$ cat src/rtl/cnn_conv_sequencer.sv
// rtl/cnn_conv_sequencer.sv - conv-layer sequencer sharing one MAC across filters, pixels and taps
//
// Ports:
//   clk, rstb          clock, async active-high reset
//   start, abort       begin a layer pass (IDLE only) / cancel to IDLE
//   stall              freeze all state; strobes forced low, addresses held
//   busy, done         RUN/DRAIN indicator, one-cycle completion pulse
//   img_rd, img_addr   image-buffer read strobe and address (issue stage)
//   wgt_addr           weight address, issued with img_addr
//   mac_clr, mac_en    MAC load/accumulate strobes (one cycle after issue)
//   out_we, out_addr   conv output buffer write (two cycles after last tap)
//   filter_idx         filter currently being issued
module cnn_conv_sequencer #(
  parameter int INPUT_SIZE  = 28,
  parameter int FILTER_SIZE = 3,
  parameter int NUM_FILTERS = 16,
  parameter int STRIDE      = 2,
  localparam int OUT_SIZE   = (INPUT_SIZE - FILTER_SIZE) / STRIDE + 1,
  localparam int TAPS       = FILTER_SIZE * FILTER_SIZE,
  localparam int IMG_AW     = $clog2(INPUT_SIZE * INPUT_SIZE),
  localparam int W_AW       = $clog2(NUM_FILTERS * TAPS),
  localparam int OUT_AW     = $clog2(NUM_FILTERS * OUT_SIZE * OUT_SIZE),
  localparam int FW         = $clog2(NUM_FILTERS)
) (
  input  logic              clk,
  input  logic              rstb,
  input  logic              start,
  input  logic              abort,
  input  logic              stall,
  output logic              busy,
  output logic              done,
  output logic              img_rd,
  output logic [IMG_AW-1:0] img_addr,
  output logic [W_AW-1:0]   wgt_addr,
  output logic              mac_clr,
  output logic              mac_en,
  output logic              out_we,
  output logic [OUT_AW-1:0] out_addr,
  output logic [FW-1:0]     filter_idx
);

  localparam int PW = $clog2(OUT_SIZE);
  localparam int TW = $clog2(TAPS);

  localparam logic [FW-1:0] F_MAX = FW'(NUM_FILTERS - 1);
  localparam logic [PW-1:0] P_MAX = PW'(OUT_SIZE - 1);
  localparam logic [TW-1:0] T_MAX = TW'(TAPS - 1);

  typedef enum logic [1:0] {IDLE, RUN, DRAIN, DONE} state_t;

  state_t        state;
  logic          drain_cnt;

  // Issue-stage counters: these are the live filter/row/col/tap being issued.
  logic [FW-1:0] f;
  logic [PW-1:0] r, c;
  logic [TW-1:0] t;

  // MAC stage: valid, first-tap, last-tap, and a copy of f/r/c for the write address.
  logic          v1, clr1, last1;
  logic [FW-1:0] f1;
  logic [PW-1:0] r1, c1;

  // Write stage.
  logic          v2;
  logic [OUT_AW-1:0] out_addr_q;

  logic [31:0] ty, tx;

  always_comb begin
    ty = 32'(t) / FILTER_SIZE;
    tx = 32'(t) % FILTER_SIZE;
  end

  // Full-width arithmetic; parameter limits guarantee the truncation is lossless.
  assign img_addr = IMG_AW'((32'(r) * STRIDE + ty) * INPUT_SIZE + 32'(c) * STRIDE + tx);
  assign wgt_addr = W_AW'(32'(f) * TAPS + 32'(t));

  // Strobes are gated by stall in the same cycle; everything else comes from registers.
  assign busy       = (state == RUN) || (state == DRAIN);
  assign img_rd     = (state == RUN) && !stall;
  assign done       = (state == DONE) && !stall;
  assign mac_en     = v1 && !stall;
  assign mac_clr    = v1 && clr1 && !stall;
  assign out_we     = v2 && !stall;
  assign out_addr   = out_addr_q;
  assign filter_idx = f;

  always_ff @(posedge clk or posedge rstb) begin
    if (rstb) begin
      state      <= IDLE;
      drain_cnt  <= 1'b0;
      f          <= '0;
      r          <= '0;
      c          <= '0;
      t          <= '0;
      v1         <= 1'b0;
      clr1       <= 1'b0;
      last1      <= 1'b0;
      f1         <= '0;
      r1         <= '0;
      c1         <= '0;
      v2         <= 1'b0;
      out_addr_q <= '0;
    end else if (abort) begin
      state     <= IDLE;
      drain_cnt <= 1'b0;
      f         <= '0;
      r         <= '0;
      c         <= '0;
      t         <= '0;
      v1        <= 1'b0;
      v2        <= 1'b0;
    end else if (!stall) begin
      v1    <= (state == RUN);
      clr1  <= (t == '0);
      last1 <= (t == T_MAX);
      f1    <= f;
      r1    <= r;
      c1    <= c;
      v2    <= v1 && last1;
      if (v1 && last1) begin
        out_addr_q <= OUT_AW'(32'(f1) * OUT_SIZE * OUT_SIZE + 32'(r1) * OUT_SIZE + 32'(c1));
      end

      case (state)
        IDLE: begin
          if (start) begin
            state <= RUN;
            f     <= '0;
            r     <= '0;
            c     <= '0;
            t     <= '0;
          end
        end
        RUN: begin
          // Nested wrap: t innermost, then c, r, f; all wrap to 0 after the final tap.
          if (t == T_MAX) begin
            t <= '0;
            if (c == P_MAX) begin
              c <= '0;
              if (r == P_MAX) begin
                r <= '0;
                if (f == F_MAX) begin
                  f         <= '0;
                  state     <= DRAIN;
                  drain_cnt <= 1'b0;
                end else begin
                  f <= f + 1'b1;
                end
              end else begin
                r <= r + 1'b1;
              end
            end else begin
              c <= c + 1'b1;
            end
          end else begin
            t <= t + 1'b1;
          end
        end
        DRAIN: begin
          if (drain_cnt) begin
            state <= DONE;
          end else begin
            drain_cnt <= 1'b1;
          end
        end
        DONE: begin
          state <= IDLE;
        end
        default: state <= IDLE;
      endcase
    end
  end

endmodule

$ cat config.mk
export PLATFORM = sky130hd
export DESIGN_NAME = cnn_conv_sequencer
export DESIGN_NICKNAME = d
export VERILOG_FILES = /design/src/rtl/cnn_conv_sequencer.sv
export SDC_FILE = /design/constraint.sdc
export NUM_CORES = 1
export LEC_CHECK = 0
export ABC_AREA = 0
export BUFFER_PORTS_ARGS = -buffer_cell sky130_fd_sc_hd__buf_4
export CORE_MARGIN = 10
export CORE_UTILIZATION = 65
export CTS_CLUSTER_DIAMETER = 50
export DETAILED_ROUTE_END_ITERATION = 8
export HOLD_SLACK_MARGIN = 0.02
export PLACE_DENSITY = 0.86
export SYNTH_ARGS = -nofsm -noshare
export SYNTH_HDL_FRONTEND = slang
export SYNTH_SLANG_ARGS = --single-unit
$ cat constraint.sdc
create_clock -name clk -period 9.95 [get_ports clk]
set_clock_uncertainty 0.15 [all_clocks]
set_input_delay 0.995 -clock clk [delete_from_list [all_inputs] [get_ports clk]]
set_output_delay 0.995 -clock clk [all_outputs]
set_load 0.03 [all_outputs]
==> Yosys cells after proc, flatten, opt, wreduce, memory -nomap -nowiden <==
Cells that the tools add are included.
Widths: inputs -> output; s select.
{ "word_totals": {"reg_bits": 47, "output_inout_bits": 40} }
{ "op_classes": {"reduce_logical": 21, "n_mul": 5, "div_mod_pow": 2, "add_sub_neg": 10, "mux": 43, "bitwise_logic": 2, "eq_ne": 14} }
{ "op_table": {"columns": ["cell", "n"], "rows": [
  ["$mux 4", 19],
  ["$add 5x32->32", 1],
  ["$div 4x2->32 const B", 1],
  ["$mod 4x2->32 const B", 1],
  ["$mul 32x3->8 const B", 1],
  ["$pmux 4 s2", 4],
  ["$mul 4x4->8 const B", 3],
  ["$add 4x1->4 const B", 4],
  ["$eq 4x4->1 const B", 4],
  ["$mux 2", 8],
  ["$add 12x4->12", 1],
  ["$add 12x8->12", 1],
  ["$mul 8x4->12 const B", 1],
  ["$ne 3x2->1 const B", 4],
  ["$reduce_and 6->1", 2],
  ["$add 10x10->10", 1],
  ["$add 10x5->10", 1],
  ["$mux 1", 10],
  ["$add 8x4->8", 1],
  ["$pmux 2 s4", 1],
  ["$logic_and 1x1->1", 7],
  ["$reduce_and 7->1", 1],
  ["$ne 3x3->1 const B", 2],
  ["$reduce_and 3->1", 2],
  ["other kinds (13)", 16]
]} }

==> Logic depth before layout (Yosys ltp) <==
{ "depth": {"depth_word": 8, "ltp_mapped": 30} }

==> Least setup slack after synthesis <==
No wires, ideal clock.
{ "synth_timing": {"path_type": "reg-to-output", "start": "reg t[2]", "end": "out img_addr[9]", "setup_slack_ns": 3.075, "path_stages_with_launch": 30, "t_arrival_ns": 5.730, "required_time_ns": 8.805, "cell_sequence": "dfrtp_1 > buf_2 > inv_1 > nor2_1 > ha_1 > buf_6 > nor2b_4 > or2_4 > nand2_4 > inv_6 > xnor2_4 > inv_2 > ha_1 > or2_2 > o31ai_1 > a21boi_1 > nand2b_1 > fa_1 > ha_1 > fa_1 > a21o_1 > a21oi_1 > xnor2_1 > ha_1 > ha_1 > o21a_1 > nor2_1 > a21oi_1 > xnor2_1 > xnor2_1"} }
{ "synth_between": {"elab_chain_len": 5, "word_cells_on_any_way": 6, "classes_between": "add/sub: 3; mul: 1; div: 2"} }
{ "synth_rtl": {"columns": ["element", "line", "rtl"], "rows": [
  ["start: declaration", "57", "logic [TW-1:0] t;"],
  ["start signal: assignment", "158", "t <= t + 1'b1;"],
  ["$div 4x2->32", "71", "ty = 32'(t) / FILTER_SIZE;"],
  ["$add 5x32->32", "76", "assign img_addr = IMG_AW'((32'(r) * STRIDE + ty) * INPUT_SIZE + 32'(c) * STRIDE + tx);"],
  ["$mul 32x3->8", "76", null],
  ["$add 10x5->10", "76", null],
  ["$add 10x10->10 (*)", "76", null],
  ["end: declaration", "33", "output logic [IMG_AW-1:0] img_addr,"]
]} }
Mark *: on every way between the ends. The rest lies on a longest branch, timed or not.

==> Worst setup path after layout <==
Ends and elaborated chain as after synthesis.

==> key figures <==
Status
  – Status: complete, no violations

Layout
  – Antenna diodes: 0
  – Most frequent cells in the layout: 100 x ha_1, 86 x inv_1, 47 x dfrtp_1
  – Most common cell after layout, fill and taps aside: ha_1
  – Design Area, Final: 5810 um2
  – Layout cells sized above 1: between 10% and 20%
  – Filler Cell Count: ~560
  – Area delta synth->final: 9.04%
  – Final #Nets: 747

Synth
  – Synthesized area: between 5000 and 6000 um2
  – Prevailing post-synth register cell: dfrtp_1
  – Warnings, synthesis: 0
  – Seq/Total Area, Yosys: 22.1%
  – Syn_area_per_cell: between 9 and 10 um2
  – Syn nets: just over 700
  – Synth Area in XOR/XNOR: under 10%
  – Async SR Flop Fraction: 100%
  – Mux share of post-synthesis cell area: around 2.4%
  – Largest family of logic cells by synthesized area: adder cells
  – #FFs+latches synth: 47
  – Netlist cell types: 60
  – Adder-Cell Fraction of Synth Area: about a third
  – Synth Area in Compound Gates: a little over an eighth
  – Simple-Gate Fraction of Synth Area: ~14%
  – Post-synth EDFFs: 0
  – Mapped Cells: ~570

Hold path
  – Worst hold path class: register to register
  – Hold path depth: 2
  – Hold path endpoint: out_addr[8]
  – Hold_sp: out_addr[8]

Clocking
  – Clk pin slew, worst setup/hold paths: 0.09 ns
  – Htree depth: 2
  – CTS sink cnt: 47
  – Hold-fix buffer count after cts: 0
  – Clock Path Buffers: 2
  – Post-CTS resize count: 0
  – Worst skew pair latency: 0.31 ns
  – Clock root buffer master: clkbuf_8
  – Cts bufs inserted: 5
  – Setup Buffers After CTS: 0
  – TritonCTS clock tree: built

Timing
  – Final setup viols: 0
  – Slew HR: around 30%
  – RSZ-0062 raised after global routing: no
  – Minimum clock period: approximately 8 ns
  – F_max: 128 MHz
  – Slew of the pin with the lowest slew margin: about 1.1 ns
  – Final hold viol count: 0
  – Slew Viols, Final: 0
  – Setup TNS: 0 ns
  – Final worst-path cycle share: between 70% and 80%

Floorplan
  – Core outline area: 7850 um2
  – Initial Util: between 60 and 70%
  – Die Height: 111 um
  – FP Rows: 32
  – DIE WIDTH: ~110 um
  – IO Count: 45
  – Total die area: between 10000 and 15000 um2

Place
  – Final HPWL DP: 9490 um
  – RD Place Congestion: 0.873
  – Area after DPL: around 5700 um2
  – Port buffer count: 44

Global routing
  – GR Util met1: between 20% and 30%
  – Antenna violations before repair: 0
  – First-pass GRT wire length: approximately 20000 um
  – GRT Total Usage: around a fifth
  – Grt total ovfl: 0
  – Busiest metal layer after global routing: met2
  – GR Util met2: 34.0%
  – Vias in the first global route: 4414
  – Largest net degree at the start of global routing: 48
  – Met3 Usage GRT: around 3.8%

Detailed routing
  – Via/cell ratio: between 5 and 6
  – DRC: 0
  – WL final: roughly 12000 um
  – Drt wl/cell: about 17 um
  – Vias: around 4200
  – DRT antenna net count: 0
  – Drt pass-1 iters: 5
  – Violation count after the first detailed-route iteration: 230

Worst setup path
  – R2r startpoint: f1[0]
  – Crit Path Max Fanout: 17
  – CP startpoint kind: register
  – Worst R2R Path Depth: 18
  – CP most frequent cell: ha_1
  – Critical path's slowest cell: dfrtp_1
  – CP max stage delay: between 0.6 and 0.7 ns
  – Crit path DAT: 6.65 ns
  – Worst reg2reg path endpoint: out_addr[11]
  – Critical path required time: between 8 and 9 ns
  – R2R setup slack: 4.44 ns
  – Critical path class: register to output pin
  – Critical Path End Type: output pin

Power and ir drop
  – Leakage: around 3.2 nW
  – Max VDD drop: ~0.12 mV
  – Power per cell area: roughly 140 nW/um2

Job
  – Max-cap viol count: 0
-- through the flow --
stage | util (%) | setup slack, ns | power (mW) | hold WS, ns | instances
after global routing | 74.0 | 1.62 | 0.904 | 0.386 | 713
after floorplan | - | 3.08 | 0.571 | 0.298 | 573
final | 74.0 | 2.16 | 0.829 | 0.337 | 713
after detailed placement | 72.9 | 2.57 | 0.701 | 0.322 | 706
after CTS | 74.0 | 2.22 | 0.835 | 0.344 | 713
after global placement | 72.9 | 2.87 | 0.666 | 0.314 | 706
-- registers in the layout, summed over array words and instances (netlist names) --
name and flops:
c 4, filter_idx 4, r 4, c1 4, f1 4, v2 1
out_addr 12, state 2, clr1 1, r1 4, last1 1, drain_cnt 1
v1 1, t 4
-- worst max-delay path by stage --
stage               slack, ns     endpoint  start  cells past startpoint
finish                   2.16  img_addr[9]   t[2]                     28
global route             1.62  img_addr[9]   t[2]                     28
floorplan                3.08  img_addr[9]   t[2]                     29
CTS                      2.22  img_addr[9]   t[2]                     28
detailed placement       2.57  img_addr[9]   t[2]                     28
global placement         2.87  img_addr[9]   t[2]                     28
-- routing by layer --
| metal | vias up | wire [um] | part of all wire, % |
|---|---|---|---|
| met5 | - | 0 | 0 |
| met4 | 0 | 138 | 1.2 |
| met3 | 15 | 605 | 5.1 |
| met2 | 105 | 5840 | 50 |
| met1 | 2032 | 5190 | 44 |
| li1 | 2020 | - | - |
-- worst max-delay path: cells and delay by family (launching register included) --
kind                     cells  cell delay [ns]
XOR/XNOR                     4             0.71
flip-flops                   1             0.65
buffers and inverters        4             0.53
AO/OA/AOI/OAI                6             0.86
adder cells (fa/ha/maj)      7             2.39
AND/OR/NAND/NOR              7             1.15
-- synthesized netlist by cell type (4+ instances only) --
master,instances,share of area [%]
o31ai_1,8,1.1
fa_1,31,12
a211oi_1,4,0.56
xnor2_1,22,3.6
o21ai_0,43,4.0
nand3_1,18,1.7
nand2_1,41,2.9
ha_1,100,23
nor2b_1,13,1.5
o21a_1,8,1.1
mux2i_1,5,0.94
xor2_1,7,1.2
inv_1,87,6.1
nor2_1,19,1.3
nor3b_1,6,0.85
or3_1,5,0.59
dfrtp_1,47,22
and2_1,5,0.59
a21oi_1,18,1.7
mux2_2,7,1.5
a21o_1,8,1.1
clkbuf_1,8,0.56
nor3_1,7,0.66
-- layout make-up --
class / instances / area (um2) / share of cell area [%]
clock inverter: 1 / 5.00 / 0.0862
timing repair buffer: 45 / 338 / 5.82
multi-input combinational: 423 / 3740 / 64.4
clock buffer: 6 / 82.6 / 1.42
inverter: 89 / 339 / 5.84
tap: 102 / 128 / 2.20
sequential: 47 / 1180 / 20.2
-- cells by family after synthesis --
kind of cell             count (synthesis)
AO/OA/AOI/OAI                          111
XOR/XNOR                                30
multiplexers                            12
buffers and inverters                  103
AND/OR/NAND/NOR                        139
flip-flops                              47
adder cells (fa/ha/maj)                131
-- power breakdown --
part	leakage, nW	total, mW	switching (mW)	internal [mW]
clock	0.0470	0.124	0.0697	0.0548
sequential	0.648	0.244	0.0330	0.211
combinational	2.53	0.461	0.282	0.179
total	3.23	0.829	0.385	0.445
(Power assumes the default switching activity.)
